==> src/rtl/armored_enc_ilv.sv <==
// rtl/armored_enc_ilv.sv - scrambler, 40/33 ECC and D-deep diagonal bit interleaver; ARMORED_ILV_FLUSH_EN adds a flush port
// Output word k of a block carries bit b of codeword (b+k) mod D.

module ecc_enc_40_33 #(
  parameter int TARGET_CHIP = 2
) (
  input  logic        clk,
  input  logic        sclr_n,
  input  logic [32:0] data_i,
  output logic [39:0] code_o
);

  logic [5:0]  syn;
  logic [5:0]  idx;
  logic [39:0] code_d;
  logic [39:0] code_q;

  // Data bits sit on the non-power-of-two Hamming positions 3..39; bit 39 is overall parity.
  always_comb begin
    syn = '0;
    idx = '0;
    for (int p = 1; p < 40; p++) begin
      if ((p & (p - 1)) != 0) begin
        if (data_i[idx]) syn = syn ^ 6'(p);
        idx = idx + 6'd1;
      end
    end
    code_d = {^{syn, data_i}, syn, data_i};
  end

  if (TARGET_CHIP == 0) begin : g_noreset
    always_ff @(posedge clk) code_q <= code_d;
  end else begin : g_reset
    always_ff @(posedge clk) begin
      if (!sclr_n) code_q <= '0;
      else         code_q <= code_d;
    end
  end

  assign code_o = code_q;

endmodule

module armored_enc_ilv #(
  parameter int          TARGET_CHIP = 2,
  parameter logic [57:0] SCRAM_INIT  = 58'h12345678,
  parameter int          ILV_DEPTH   = 4
) (
  input  logic        clk,
  input  logic        sclr_n,
  input  logic [32:0] din,
  input  logic        din_valid,
`ifdef ARMORED_ILV_FLUSH_EN
  input  logic        flush,
`endif
  output logic [39:0] dout,
  output logic        dout_valid,
  output logic        dout_sop
);

  localparam int            CW        = $clog2(ILV_DEPTH);
  localparam logic [CW-1:0] LAST_SLOT = CW'(ILV_DEPTH - 1);

  typedef enum logic {S_IDLE, S_DRAIN} state_t;

  logic [57:0]   scr_state_q, scr_state_d;
  logic [32:0]   scr_data_q, scr_data_d;
  logic          scr_valid_q;
  logic          scr_bit;

  logic [39:0]   enc_code;
  logic          enc_valid_q;

  logic [39:0]   bank_q [2][ILV_DEPTH];
  logic [CW-1:0] fill_cnt_q, fill_cnt_d;
  logic          fill_bank_q, fill_bank_d;
  logic [1:0]    full_q, full_d;
  logic          wr_en, wr_last;
  logic [39:0]   wr_data;

  state_t        state_q, state_d;
  logic          drain_bank_q, drain_bank_d;
  logic [CW-1:0] drain_cnt_q, drain_cnt_d;
  logic          drain_done, out_load;
  logic [39:0]   ilv_word;
  logic [CW-1:0] ilv_slot;

  logic [39:0]   dout_q;
  logic          dout_valid_q, dout_sop_q;

  // Multiplicative scrambler 1+x^39+x^58, bit 0 first; scr_state_d[0] is the newest output bit.
  always_comb begin
    scr_state_d = scr_state_q;
    scr_data_d  = '0;
    scr_bit     = 1'b0;
    for (int i = 0; i < 33; i++) begin
      scr_bit       = din[i] ^ scr_state_d[38] ^ scr_state_d[57];
      scr_data_d[i] = scr_bit;
      scr_state_d   = {scr_state_d[56:0], scr_bit};
    end
  end

  always_ff @(posedge clk) begin
    if (!sclr_n) begin
      scr_state_q <= SCRAM_INIT;
      scr_data_q  <= '0;
      scr_valid_q <= 1'b0;
    end else begin
      scr_valid_q <= din_valid;
      if (din_valid) begin
        scr_state_q <= scr_state_d;
        scr_data_q  <= scr_data_d;
      end
    end
  end

  ecc_enc_40_33 #(
    .TARGET_CHIP(TARGET_CHIP)
  ) u_ecc (
    .clk    (clk),
    .sclr_n (sclr_n),
    .data_i (scr_data_q),
    .code_o (enc_code)
  );

`ifdef ARMORED_ILV_FLUSH_EN
  logic [1:0] flush_dly_q;
  logic       flush_pend_q, flush_pend_d;

  // A flush only arms when there is a partial bank or a word arriving alongside it.
  always_comb begin
    flush_pend_d = flush_pend_q;
    if (wr_last)
      flush_pend_d = 1'b0;
    else if (flush_dly_q[1] && (enc_valid_q || (fill_cnt_q != '0)))
      flush_pend_d = 1'b1;
    else if (!enc_valid_q && (fill_cnt_q == '0))
      flush_pend_d = 1'b0;
  end

  always_ff @(posedge clk) begin
    if (!sclr_n) begin
      flush_dly_q  <= '0;
      flush_pend_q <= 1'b0;
    end else begin
      flush_dly_q  <= {flush_dly_q[0], flush};
      flush_pend_q <= flush_pend_d;
    end
  end
`endif

  always_comb begin
    wr_en   = enc_valid_q;
    wr_data = enc_code;
`ifdef ARMORED_ILV_FLUSH_EN
    if (!enc_valid_q && flush_pend_q && (fill_cnt_q != '0)) begin
      wr_en   = 1'b1;
      wr_data = '0;
    end
`endif
  end

  assign wr_last = wr_en && (fill_cnt_q == LAST_SLOT);

  always_comb begin
    fill_cnt_d  = fill_cnt_q;
    fill_bank_d = fill_bank_q;
    full_d      = full_q;
    if (wr_en) begin
      if (wr_last) begin
        fill_cnt_d          = '0;
        fill_bank_d         = ~fill_bank_q;
        full_d[fill_bank_q] = 1'b1;
      end else begin
        fill_cnt_d = fill_cnt_q + 1'b1;
      end
    end
    if (drain_done) full_d[drain_bank_q] = 1'b0;
  end

  always_ff @(posedge clk) begin
    if (wr_en) bank_q[fill_bank_q][fill_cnt_q] <= wr_data;
  end

  // Banks drain in the order they fill; chaining into the other bank avoids an idle cycle.
  always_comb begin
    state_d      = state_q;
    drain_bank_d = drain_bank_q;
    drain_cnt_d  = drain_cnt_q;
    drain_done   = 1'b0;
    out_load     = 1'b0;
    case (state_q)
      S_IDLE: begin
        if (full_q[drain_bank_q]) begin
          state_d     = S_DRAIN;
          drain_cnt_d = '0;
        end
      end
      S_DRAIN: begin
        out_load = 1'b1;
        if (drain_cnt_q == LAST_SLOT) begin
          drain_done   = 1'b1;
          drain_bank_d = ~drain_bank_q;
          drain_cnt_d  = '0;
          state_d      = full_q[~drain_bank_q] ? S_DRAIN : S_IDLE;
        end else begin
          drain_cnt_d = drain_cnt_q + 1'b1;
        end
      end
      default: state_d = S_IDLE;
    endcase
  end

  always_comb begin
    ilv_word = '0;
    ilv_slot = '0;
    for (int b = 0; b < 40; b++) begin
      ilv_slot    = CW'(b) + drain_cnt_q;
      ilv_word[b] = bank_q[drain_bank_q][ilv_slot][b];
    end
  end

  always_ff @(posedge clk) begin
    if (!sclr_n) begin
      enc_valid_q  <= 1'b0;
      fill_cnt_q   <= '0;
      fill_bank_q  <= 1'b0;
      full_q       <= '0;
      state_q      <= S_IDLE;
      drain_bank_q <= 1'b0;
      drain_cnt_q  <= '0;
      dout_q       <= '0;
      dout_valid_q <= 1'b0;
      dout_sop_q   <= 1'b0;
    end else begin
      enc_valid_q  <= scr_valid_q;
      fill_cnt_q   <= fill_cnt_d;
      fill_bank_q  <= fill_bank_d;
      full_q       <= full_d;
      state_q      <= state_d;
      drain_bank_q <= drain_bank_d;
      drain_cnt_q  <= drain_cnt_d;
      dout_valid_q <= out_load;
      dout_sop_q   <= out_load && (drain_cnt_q == '0);
      if (out_load) dout_q <= ilv_word;
    end
  end

  assign dout       = dout_q;
  assign dout_valid = dout_valid_q;
  assign dout_sop   = dout_sop_q;

endmodule

==> config.mk <==
export PLATFORM = sky130hd
export DESIGN_NAME = armored_enc_ilv
export DESIGN_NICKNAME = d
export VERILOG_FILES = /design/src/rtl/armored_enc_ilv.sv
export SDC_FILE = /design/constraint.sdc
export NUM_CORES = 1
export LEC_CHECK = 0
export CAP_MARGIN = 5
export CORE_MARGIN = 2
export CORE_UTILIZATION = 35
export DETAILED_ROUTE_END_ITERATION = 7
export GPL_TIMING_DRIVEN = 0
export PLACE_DENSITY_LB_ADDON = 0.1
export SYNTH_ARGS = -nofsm -noshare
export SYNTH_HDL_FRONTEND = slang
export SYNTH_SLANG_ARGS = --single-unit
==> constraint.sdc <==
create_clock -name clk -period 2.9 [get_ports clk]
set_input_delay 0.725 -clock clk [delete_from_list [all_inputs] [get_ports clk]]
set_output_delay 0.725 -clock clk [all_outputs]
set_load 0.01 [all_outputs]
==> summary.md, run 1 <==
| Metric | Value |
|---|---|
| Via density | `4.83` |
| Detail Placement HPWL | `28,300 um` |
| Final Setup Violations | `0` |
| Final core occ | `0.420` |
| First-pass GRT wire length | `68,800 um` |
| Initial DRT Pass Iterations | `5` |
| Slew @ Worst Pin | `0.933 ns` |
| Post-route insts no fill | `2,014` |
| Most frequent cells in the layout | `320 x edfxtp_1, 165 x dfxtp_1, 109 x xnor2_1` |
| Vias in the first global route | `10,000` |
| Critical Path AT | `3.15 ns` |
| Slew Limit Fails | `0` |
| Number of DRC markers in iteration 0 | `781` |
| Post-Syn Nets | `1,192` |
| Fin nets | `1,324` |
| Total CTS buffers | `54` |
| Clk sinks | `485` |
| Starting Density | `0.354` |
| Core Region | `52,400 um^2` |
| FP Rows | `84` |
| Dpl cells | `1,914` |
| Most common cell after layout, fill and taps aside | `edfxtp_1` |
| Overflow after GRT | `0` |
| Hold_ws | `0.464 ns` |
| Crit path capture type | `flop` |
| Mapped Avg Cell Area | `16.1 um^2` |
| Post-synth EDFFs | `320` |
| Diode count | `0` |
| Pre-CTS WS | `-0.688 ns` |
| # IOs | `78` |
| Main synth FF type | `edfxtp_1` |
| Area delta synth->final | `18.7%` |
| Asr flop ratio synth | `0` |
| Worst-Skew Late Latency | `0.59 ns` |
| Syn Inst Count | `1,150` |
| Warnings, synthesis | `0` |
| Die Wd | `234 um` |
| Clk_skew | `0.0142 ns` |
| IO Port Bufs | `75` |
| Period Utilization, post-route | `0.933` |
| Deepest clock path buffer count | `3` |
| Pleak | `0.00735 uW` |
| GPL Wtd Cong | `0.740` |
| CTS Root Cell | `clkbuf_16` |
| Hold/Removal Path Class | `flop to flop` |
| Vias post-DR | `9,720` |
| Status | `finished clean` |
| PnR worst setup slack | `0.194 ns` |
| RSZ-0062 raised after global routing | `no` |
| Clock-pin slew on the worst setup and hold paths | `0.06 ns` |
| Fmax | `370 MHz` |
| CTS tree | `done` |
| Sequential area share after synthesis | `0.696` |
| Power density cells | `749 nW/um^2` |
| ANT nets after route | `0` |
| Fin crit period | `2.71 ns` |
| Synth Cell Area | `18,500 um^2` |
| Die height | `234 um` |
| Layout cells sized above 1 | `0.148` |
| Pin count of the biggest net entering global routing | `42` |
| Total GRT Usage | `0.176` |
| H-Tree Depth | `2` |
| Final Power | `16,500 uW` |
| Post-CTS Setup Inserts | `0` |
| Antenna violations before repair | `3` |
| CP Data Required Time | `3.34 ns` |
| Final Hold Fails | `0` |
| CP startpoint kind | `flop` |
| Crit Path Category | `flop to flop` |
| Drt wl/cell | `23.3 um` |
| Post-route DRC violation count | `0` |
| Critical path peak fanout | `10` |
| Total wire length | `46,800 um` |
| Die area | `54,800 um^2` |
| Synth cell types | `35` |
| Slew HR | `0.378` |
| Worst vdd ir | `0.442 mV` |
| Max Cap Viol | `0` |
| Yosys reg bits | `485` |
[cell families after synthesis]
group	count (synthesis)	synth area share
DFF	485	0.696
AOI/OAI and AO/OA	103	0.0301
muxes	145	0.132
adders and majority gates	6	0.00405
and+or+nand+nor	206	0.0530
buffers and inverters	78	0.0178
xor gates and xnor gates	127	0.0663
[registers in the layout, summed over array words and instances (netlist names), named ones only]
register / cells
fill_bank_q: 1
bank_q: 320
drain_cnt_q: 2
scr_state_q: 58
u_ecc.code_o: 40
fill_cnt_q: 2
dout_valid: 1
drain_bank_q: 1
dout_sop: 1
scr_valid_q: 1
enc_valid_q: 1
scr_data_q: 13
full_q: 2
state_q: 1
dout: 40
[power breakdown]
group          leakage, uW  total, uW  internal (uW)  switching [uW]
Sequential         0.00430       7930           7670             263
Combinational      0.00219       1570            848             721
Clock             0.000860       6980           4210            2780
[cells in the mapped netlist, types with 2 or more instances]
cell / instances / area [um^2]
xor2_1: 8 / 70.1
dfxtp_1: 165 / 3300
mux4_2: 80 / 1800
clkbuf_1: 41 / 154
nor3_1: 2 / 10.0
ha_1: 6 / 75.1
nor2_1: 58 / 218
xnor3_1: 5 / 113
a31oi_1: 21 / 131
a21oi_1: 37 / 185
nand2b_1: 26 / 163
and2_1: 40 / 250
edfxtp_1: 320 / 9610
o21ai_0: 40 / 200
nor2b_1: 2 / 12.5
buf_1: 13 / 48.8
and3_1: 5 / 31.3
inv_1: 6 / 22.5
nand3_1: 13 / 65.1
nand2_1: 58 / 218
xnor2_2: 3 / 48.8
xnor2_1: 109 / 955
mux2i_1: 65 / 651
buf_2: 15 / 75.1
a211oi_1: 2 / 15.0
[timing repair]
item | CTS | global route
gates resized for setup | 6 | 3
hold buffers | 0 | 0
endpoints found under the setup margin | 20 | 4
[worst paths after layout]
| path | start | endpoint | slack, ns | cells past startpoint |
|---|---|---|---|---|
| hold reg to reg | scr_valid_q | enc_valid_q | 0.46 | 1 |
| setup reg to reg | drain_cnt_q[0] | dout[3] | 0.19 | 8 |
| setup / recovery | drain_cnt_q[0] | dout[3] | 0.19 | 8 |
| hold / removal | scr_valid_q | enc_valid_q | 0.46 | 1 |
[layer usage]
metal	GRT usage	wire length (um)	up-vias
met3	0.0300	1750	57
met2	0.287	22300	191
met4	0.0368	708	0
met5	0	0	-
li1	-	-	4509
met1	0.248	22100	4963
[area by class of cell]
| class | count | area [um^2] |
|---|---|---|
| fillers | 4747 | 30400 |
| flip-flops and latches | 485 | 12900 |
| multi-input cells | 587 | 5330 |
| clock buffers | 72 | 1440 |
| well taps | 688 | 861 |
| repair buffers | 76 | 771 |
| clock inverters | 28 | 358 |
| plain buffers | 71 | 314 |
| inverters | 7 | 26.3 |
[critical path, cell delays in order (launching register included)]
cell,delay [ns]
dfxtp_1,0.36
clkbuf_2,0.29
clkbuf_2,0.40
inv_1,0.08
ha_1,0.28
clkbuf_1,0.16
clkdlybuf4s18_2,0.51
mux2i_1,0.36
a21oi_1,0.11
[metrics by stage]
step	instance area [um^2]	setup TNS, ns
floorplan	18500	0
global placement	20200	-135.71
detailed placement	20200	-10.39
CTS	22000	0
global route	22000	0
finish	22000	0
(Power assumes the default switching activity.)
==> run 2, diff against run 1 <==
--- a/config.mk
+++ b/config.mk
@@ -6,9 +6,11 @@
 export NUM_CORES = 1
 export LEC_CHECK = 0
 export CAP_MARGIN = 5
+export CORE_ASPECT_RATIO = 1.5
 export CORE_MARGIN = 2
-export CORE_UTILIZATION = 35
+export CORE_UTILIZATION = 55
 export DETAILED_ROUTE_END_ITERATION = 7
+export DONT_BUFFER_PORTS = 1
 export GPL_TIMING_DRIVEN = 0
 export PLACE_DENSITY_LB_ADDON = 0.1
 export SYNTH_ARGS = -nofsm -noshare
==> summary.md, run 2 (synthesized netlist as in run 1, its figures left out) <==
| Metric | Value |
|---|---|
| Power density cells | `744 nW/um^2 (-0.67%)` |
| CP startpoint kind | `flop` |
| Fin nets | `1,246 (-5.9%)` |
| Fmax | `377 MHz (+2.0%)` |
| CP Data Required Time | `3.30 ns (-0.04 ns)` |
| Clock-pin slew on the worst setup and hold paths | `0.07 ns (about the same)` |
| PnR worst setup slack | `0.247 ns (+0.0529 ns)` |
| Pin count of the biggest net entering global routing | `27 (-36%)` |
| Crit path capture type | `flop` |
| Hold/Removal Path Class | `input pin to flop` |
| CTS hold repair buffers | `0 (unchanged)` |
| Most used cell, CP | `clkbuf_2` |
| Met1 GRT Util | `0.296 (+0.0478)` |
| Final instance area | `20,700 um^2 (-5.8%)` |
| Dpl cells | `1,578 (-18%)` |
| First-pass GRT wire length | `63,200 um (-8.2%)` |
| R2R setup slack | `0.25 ns (+0.05 ns)` |
| Pleak | `0.00700 uW (-4.8%)` |
| Clk sinks | `485 (unchanged)` |
| Die height | `229 um (-2.3%)` |
| Diode count | `0 (unchanged)` |
| Post-CTS resize count | `6 (unchanged)` |
| Drt wl/cell | `25.6 um (+10%)` |
| Met2 capacity usage during global routing | `0.449 (+0.163)` |
| CTS Root Cell | `clkbuf_16` |
| Die Wd | `154 um (-34%)` |
| Critical path's slowest cell | `clkdlybuf4s15_2` |
| Final Setup Violations | `0 (unchanged)` |
| Overflow after GRT | `0 (unchanged)` |
| Critical Path AT | `3.06 ns (-0.09 ns)` |
| Pre-CTS WS | `-0.511 ns (+0.177 ns)` |
| Crit Path Category | `flop to flop` |
| Die area | `35,200 um^2 (-36%)` |
| Placed cell area | `19,200 um^2 (-4.8%)` |
| Period Utilization, post-route | `0.915 (-0.0182)` |
| Most flops, register | `bank_q` |
| CP cell instances | `clkbuf_2 -> clkbuf_2 -> inv_1 -> ha_1 -> clkbuf_1 -> clkdlybuf4s15_2 -> mux2i_1 -> a21oi_1` |
| Vias in the first global route | `9,906 (-1.1%)` |
| Slew Limit Fails | `0 (unchanged)` |
| Layout cells sized above 1 | `0.155 (+0.00728)` |
| Area delta synth->final | `11.8%` |
| Post-CTS Setup Inserts | `0 (unchanged)` |
| Critical path peak fanout | `10 (unchanged)` |
| Hold_ws | `0.417 ns (-0.0469 ns)` |
| Slew HR | `0.379 (+0.000497)` |
| Post-route insts no fill | `1,658 (-18%)` |
| Clk_skew | `0.0110 ns (-0.00324 ns)` |
| Total CTS buffers | `44 (-19%)` |
| FP Rows | `82 (-2.4%)` |
| Max Cap Viol | `0 (unchanged)` |
| RSZ-0062 raised after global routing | `no` |
| Most common cell after layout, fill and taps aside | `edfxtp_1` |
| Initial DRT Pass Iterations | `4 (-1)` |
| Largest regs | `bank_q x320, scr_state_q x58` |
| Core Region | `33,300 um^2 (-36%)` |
| Total GRT Usage | `0.248 (+0.0720)` |
| GRT Max-Usage Layer | `met2` |
| Final Hold Fails | `0 (unchanged)` |
| Detail Placement HPWL | `28,300 um (about the same)` |
| IO Port Bufs | `0 (-100%)` |
| # IOs | `78 (unchanged)` |
| CTS tree | `done` |
| Starting Density | `0.556 (+0.203)` |
| Number of DRC markers in iteration 0 | `600 (-23%)` |
| Most frequent cells in the layout | `320 x edfxtp_1, 165 x dfxtp_1, 109 x xnor2_1` |
| TNS Setup | `0 ns (unchanged)` |
| M3 GR Usage | `0.0425 (+0.0124)` |
| Max FFs per register | `320 (unchanged)` |
| Via density | `5.71 (+18%)` |
| GPL Wtd Cong | `0.854 (+15%)` |
| Deepest clock path buffer count | `3 (unchanged)` |
| Status | `finished clean` |
| Post-route DRC violation count | `0 (unchanged)` |
| Fin crit period | `2.65 ns (-0.0529 ns)` |
| Worst vdd ir | `0.582 mV (+32%)` |
| Slew @ Worst Pin | `0.932 ns (-0.000745 ns)` |
| H-Tree Depth | `2 (unchanged)` |
| Antenna violations before repair | `0 (-3)` |
| Worst-Skew Late Latency | `0.55 ns (-0.04 ns)` |
| Number of fill cells | `2,467 (-48%)` |
| ANT nets after route | `0 (unchanged)` |
| Crit-path max cell delay | `0.51 ns (about the same)` |
| Total wire length | `42,400 um (-9.4%)` |
| Vias post-DR | `9,464 (-2.6%)` |
run 2: metal layers:
layer	vias to the layer above	routed length, um
met1	4780	16100
met4	0	1440
li1	4331	-
met5	-	0
met2	292	22600
met3	61	2320
run 2: worst paths after layout:
| kind | startpoint | end | cells past startpoint |
|---|---|---|---|
| worst max-delay path | drain_cnt_q[0] | dout[3] | 8 |
| worst min-delay path | din[22] | scr_data_q[22] | 3 |
| worst max register to register | drain_cnt_q[0] | dout[3] | 8 |
| worst min register to register | scr_state_q[5] | scr_state_q[5] | 2 |
run 2: through the flow:
stage                     power [uW]  utilization
after floorplan                 9200            -
after global placement          9640        0.572
after detailed placement        9690        0.577
after CTS                      15500        0.622
after global routing           15900        0.622
final                          15400        0.622
run 2: worst max-delay path, delay by kind of cell, from the launching register on:
family	cells	cell delay (ns)
DFF	1	0.36
AOI/OAI and AO/OA	1	0.09
muxes	1	0.31
buffers and inverters	5	1.45
adders and majority gates	1	0.29
run 2: where the power goes:
group,internal (uW),total [uW],switching (uW)
registers,7670,7930,259
clock network,3450,5900,2450
logic,813,1600,783
run 2: layout make-up:
cell class                      count  area, um^2  area share
Clock buffer                       65        1290      0.0623
Multi-Input combinational cell    587        5310       0.256
Clock inverter                     15         181     0.00875
Sequential cell                   485       12900       0.623
Timing Repair Buffer                8         160     0.00773
Buffer                             71         322      0.0155
Inverter                            7        26.3     0.00127
Tap cell                          420         526      0.0254
==> run 3, diff against run 2 <==
--- a/config.mk
+++ b/config.mk
@@ -5,7 +5,6 @@
 export SDC_FILE = /design/constraint.sdc
 export NUM_CORES = 1
 export LEC_CHECK = 0
-export CAP_MARGIN = 5
 export CORE_ASPECT_RATIO = 1.5
 export CORE_MARGIN = 2
 export CORE_UTILIZATION = 55
@@ -13,6 +12,8 @@
 export DONT_BUFFER_PORTS = 1
 export GPL_TIMING_DRIVEN = 0
 export PLACE_DENSITY_LB_ADDON = 0.1
+export REMOVE_ABC_BUFFERS = 1
 export SYNTH_ARGS = -nofsm -noshare
 export SYNTH_HDL_FRONTEND = slang
+export SYNTH_HIERARCHICAL = 1
 export SYNTH_SLANG_ARGS = --single-unit
==> summary.md, run 3 <==
| Metric | Value |
|---|---|
| Status | `finished clean` |
| Number of DRC markers in iteration 0 | `578 (-3.7%)` |
| Slew HR | `0.137 (-0.242)` |
| Final Hold Fails | `0 (unchanged)` |
| GPL Wtd Cong | `0.737 (-14%)` |
| Synth cell types | `42 (+20%)` |
| CTS Root Cell | `clkbuf_16` |
| CTS hold repair buffers | `0 (unchanged)` |
| Clock-pin slew on the worst setup and hold paths | `0.06 ns (about the same)` |
| Via density | `5.72 (+0.28%)` |
| Period Utilization, post-route | `0.906 (-0.00919)` |
| Worst reg2reg path startpoint | `scr_state_q[17]` |
| Worst vdd ir | `0.482 mV (-17%)` |
| Final Setup Violations | `0 (unchanged)` |
| Sequential area share after synthesis | `0.676 (-0.0203)` |
| Die Wd | `156 um (+1.5%)` |
| Top cells by area, synth | `edfxtp_1 50%, dfxtp_1 17%, mux2i_1 6.6%` |
| Fin nets | `1,262 (+1.3%)` |
| Post-synth EDFFs | `320 (unchanged)` |
| First-pass GRT wire length | `57,800 um (-8.5%)` |
| Most common cell after layout, fill and taps aside | `edfxtp_1` |
| Critical path peak fanout | `6 (-4)` |
| CP startpoint | `scr_state_q[17]` |
| CP Data Required Time | `3.33 ns (+0.03 ns)` |
| Post-CTS Setup Inserts | `0 (unchanged)` |
| Pin count of the biggest net entering global routing | `166 (+510%)` |
| CTS tree | `done` |
| Largest regs | `bank_q x320, scr_state_q x58` |
| Max FFs per register | `320 (unchanged)` |
| Antenna violations before repair | `0 (unchanged)` |
| Syn Inst Count | `1,227 (+6.7%)` |
| Count leader, synth | `edfxtp_1` |
| Drt wl/cell | `22.4 um (-12%)` |
| Yosys reg bits | `485 (unchanged)` |
| Mapped Avg Cell Area | `15.6 um^2 (-3.5%)` |
| Crit Path Category | `flop to flop` |
| Post-route DRC violation count | `0 (unchanged)` |
| Starting Density | `0.557 (+0.00122)` |
| Slew @ Worst Pin | `1.29 ns (+0.362 ns)` |
| # IOs | `78 (unchanged)` |
| Warnings, synthesis | `6 (+6)` |
| Pleak | `0.00701 uW (+0.25%)` |
| Layout cells sized above 1 | `0.113 (-0.0419)` |
| Worst-Skew Late Latency | `0.55 ns (about the same)` |
| Main synth FF type | `edfxtp_1` |
| HP Start | `sclr_n` |
| IO Port Bufs | `0 (unchanged)` |
| TNS Setup | `0 ns (unchanged)` |
| Synth Area in XOR/XNOR | `0.0693 (+0.00298)` |
| Clk sinks | `485 (unchanged)` |
| Compound-gate portion of the synthesized area | `0.0523 (+0.0222)` |
| Slew Limit Fails | `0 (unchanged)` |
| Clk_skew | `0.0136 ns (+0.00262 ns)` |
| Die area | `36,300 um^2 (+2.9%)` |
| H-Tree Depth | `2 (unchanged)` |
| Synth cell count leaders | `320 x edfxtp_1, 165 x dfxtp_1, 126 x mux2i_1` |
| Area delta synth->final | `10.1%` |
| Final core occ | `0.614 (-0.00803)` |
| FP Rows | `83 (+1.2%)` |
| Total GRT Usage | `0.213 (-0.0347)` |
| Synth Cell Area | `19,100 um^2 (+3.0%)` |
| Fmax | `381 MHz (+1.0%)` |
| CP startpoint kind | `flop` |
| Deepest clock path buffer count | `3 (unchanged)` |
| Vias in the first global route | `9,679 (-2.3%)` |
| Mux contribution to synthesized area | `0.113 (-0.0191)` |
| Post-synthesis adder-cell area fraction | `0.00393 (-0.000118)` |
| Most flops, register | `bank_q` |
| Simple logic cell fraction of the synthesized area | `0.0665 (+0.0135)` |
| Diode count | `0 (unchanged)` |
| Final Power | `15,400 uW (+0.14%)` |
| Core Region | `34,300 um^2 (+2.8%)` |
| Total wire length | `37,600 um (-11%)` |
| Vias post-DR | `9,616 (+1.6%)` |
| Most frequent cells in the layout | `320 x edfxtp_1, 162 x dfxtp_1, 126 x mux2i_1` |
| ANT nets after route | `0 (unchanged)` |
| Crit path capture type | `flop` |
| Cell accounting for the most synthesized area | `edfxtp_1` |
| Hold/Removal Path Class | `input pin to flop` |
| Total CTS buffers | `45 (+2.3%)` |
| Placed cell area | `19,600 um^2 (+1.8%)` |
| Die height | `232 um (+1.5%)` |
| Asr flop ratio synth | `0 (unchanged)` |
| Post-synth top area share | `0.503 (-0.0151)` |
| Overflow after GRT | `0 (unchanged)` |
| Critical Path AT | `3.06 ns (about the same)` |
| Initial DRT Pass Iterations | `5 (+1)` |
| Power density cells | `734 nW/um^2 (-1.3%)` |
| Fin crit period | `2.63 ns (-0.0267 ns)` |
| RSZ-0062 raised after global routing | `no` |
| Max Cap Viol | `0 (unchanged)` |
| Main combinational cell family by area after synthesis | `multiplexers` |
| Detail Placement HPWL | `21,900 um (-23%)` |
| Final instance area | `21,000 um^2 (+1.4%)` |
[run 3: layer usage]
layer / track usage / vias up / wire (um)
met5: 0 / - / 0
met4: 0.0493 / 0 / 603
met3: 0.0349 / 43 / 1620
met2: 0.375 / 194 / 19400
met1: 0.278 / 4861 / 16000
li1: - / 4518 / -
[run 3: logic make-up after synthesis]
kind of cell,count (synthesis)
xor+xnor,120
fa+ha+maj,6
flops,485
simple gates,215
buf+inv,72
compound gates,143
mux,186
[run 3: timing repair]
item | in CTS | in global routing
pin swaps | 0 | 0
setup endpoints to repair | 41 | 12
resized for setup | 2 | 1
[run 3: worst max-delay path: stages (launching register included)]
cell and delay (ns):
dfxtp_1 0.68, xor3_2 0.58, xnor3_1 0.25, xnor3_2 0.29, xnor3_1 0.39, xnor2_1 0.13
and2_1 0.19
[run 3: power by group]
part | internal (uW) | total, uW | switching (uW)
sequential | 7670 | 7980 | 311
clock | 3290 | 5750 | 2460
combinational | 1070 | 1710 | 644
total | 12000 | 15400 | 3410
[run 3: final timing paths]
path                                          to  slack [ns]  cells past startpoint
worst max register to register  u_ecc/code_o[39]        0.27                      6
worst min register to register       enc_valid_q        0.44                      1
worst min-delay path             scr_state_q[14]        0.27                      1
worst max-delay path            u_ecc/code_o[39]        0.27                      6
[run 3: cell type report]
class                      count  area (um^2)
sequential                   485        12900
clock inverter                22          198
clock buffer                  60         1240
inverter                       5         18.8
tap                          425          532
fill                        2572        13200
multi-input combinational    670         5850
timing repair buffer          13          265
[run 3: per-stage QoR]
step	hold slack (ns)	std cells	setup WS, ns
after detailed placement	0.424	1598	-0.810
after floorplan	0.412	1160	-2.90
final	0.268	1680	0.273
after global placement	0.415	1585	-4.92
after global routing	0.261	1680	0.215
after CTS	0.247	1680	0.0250
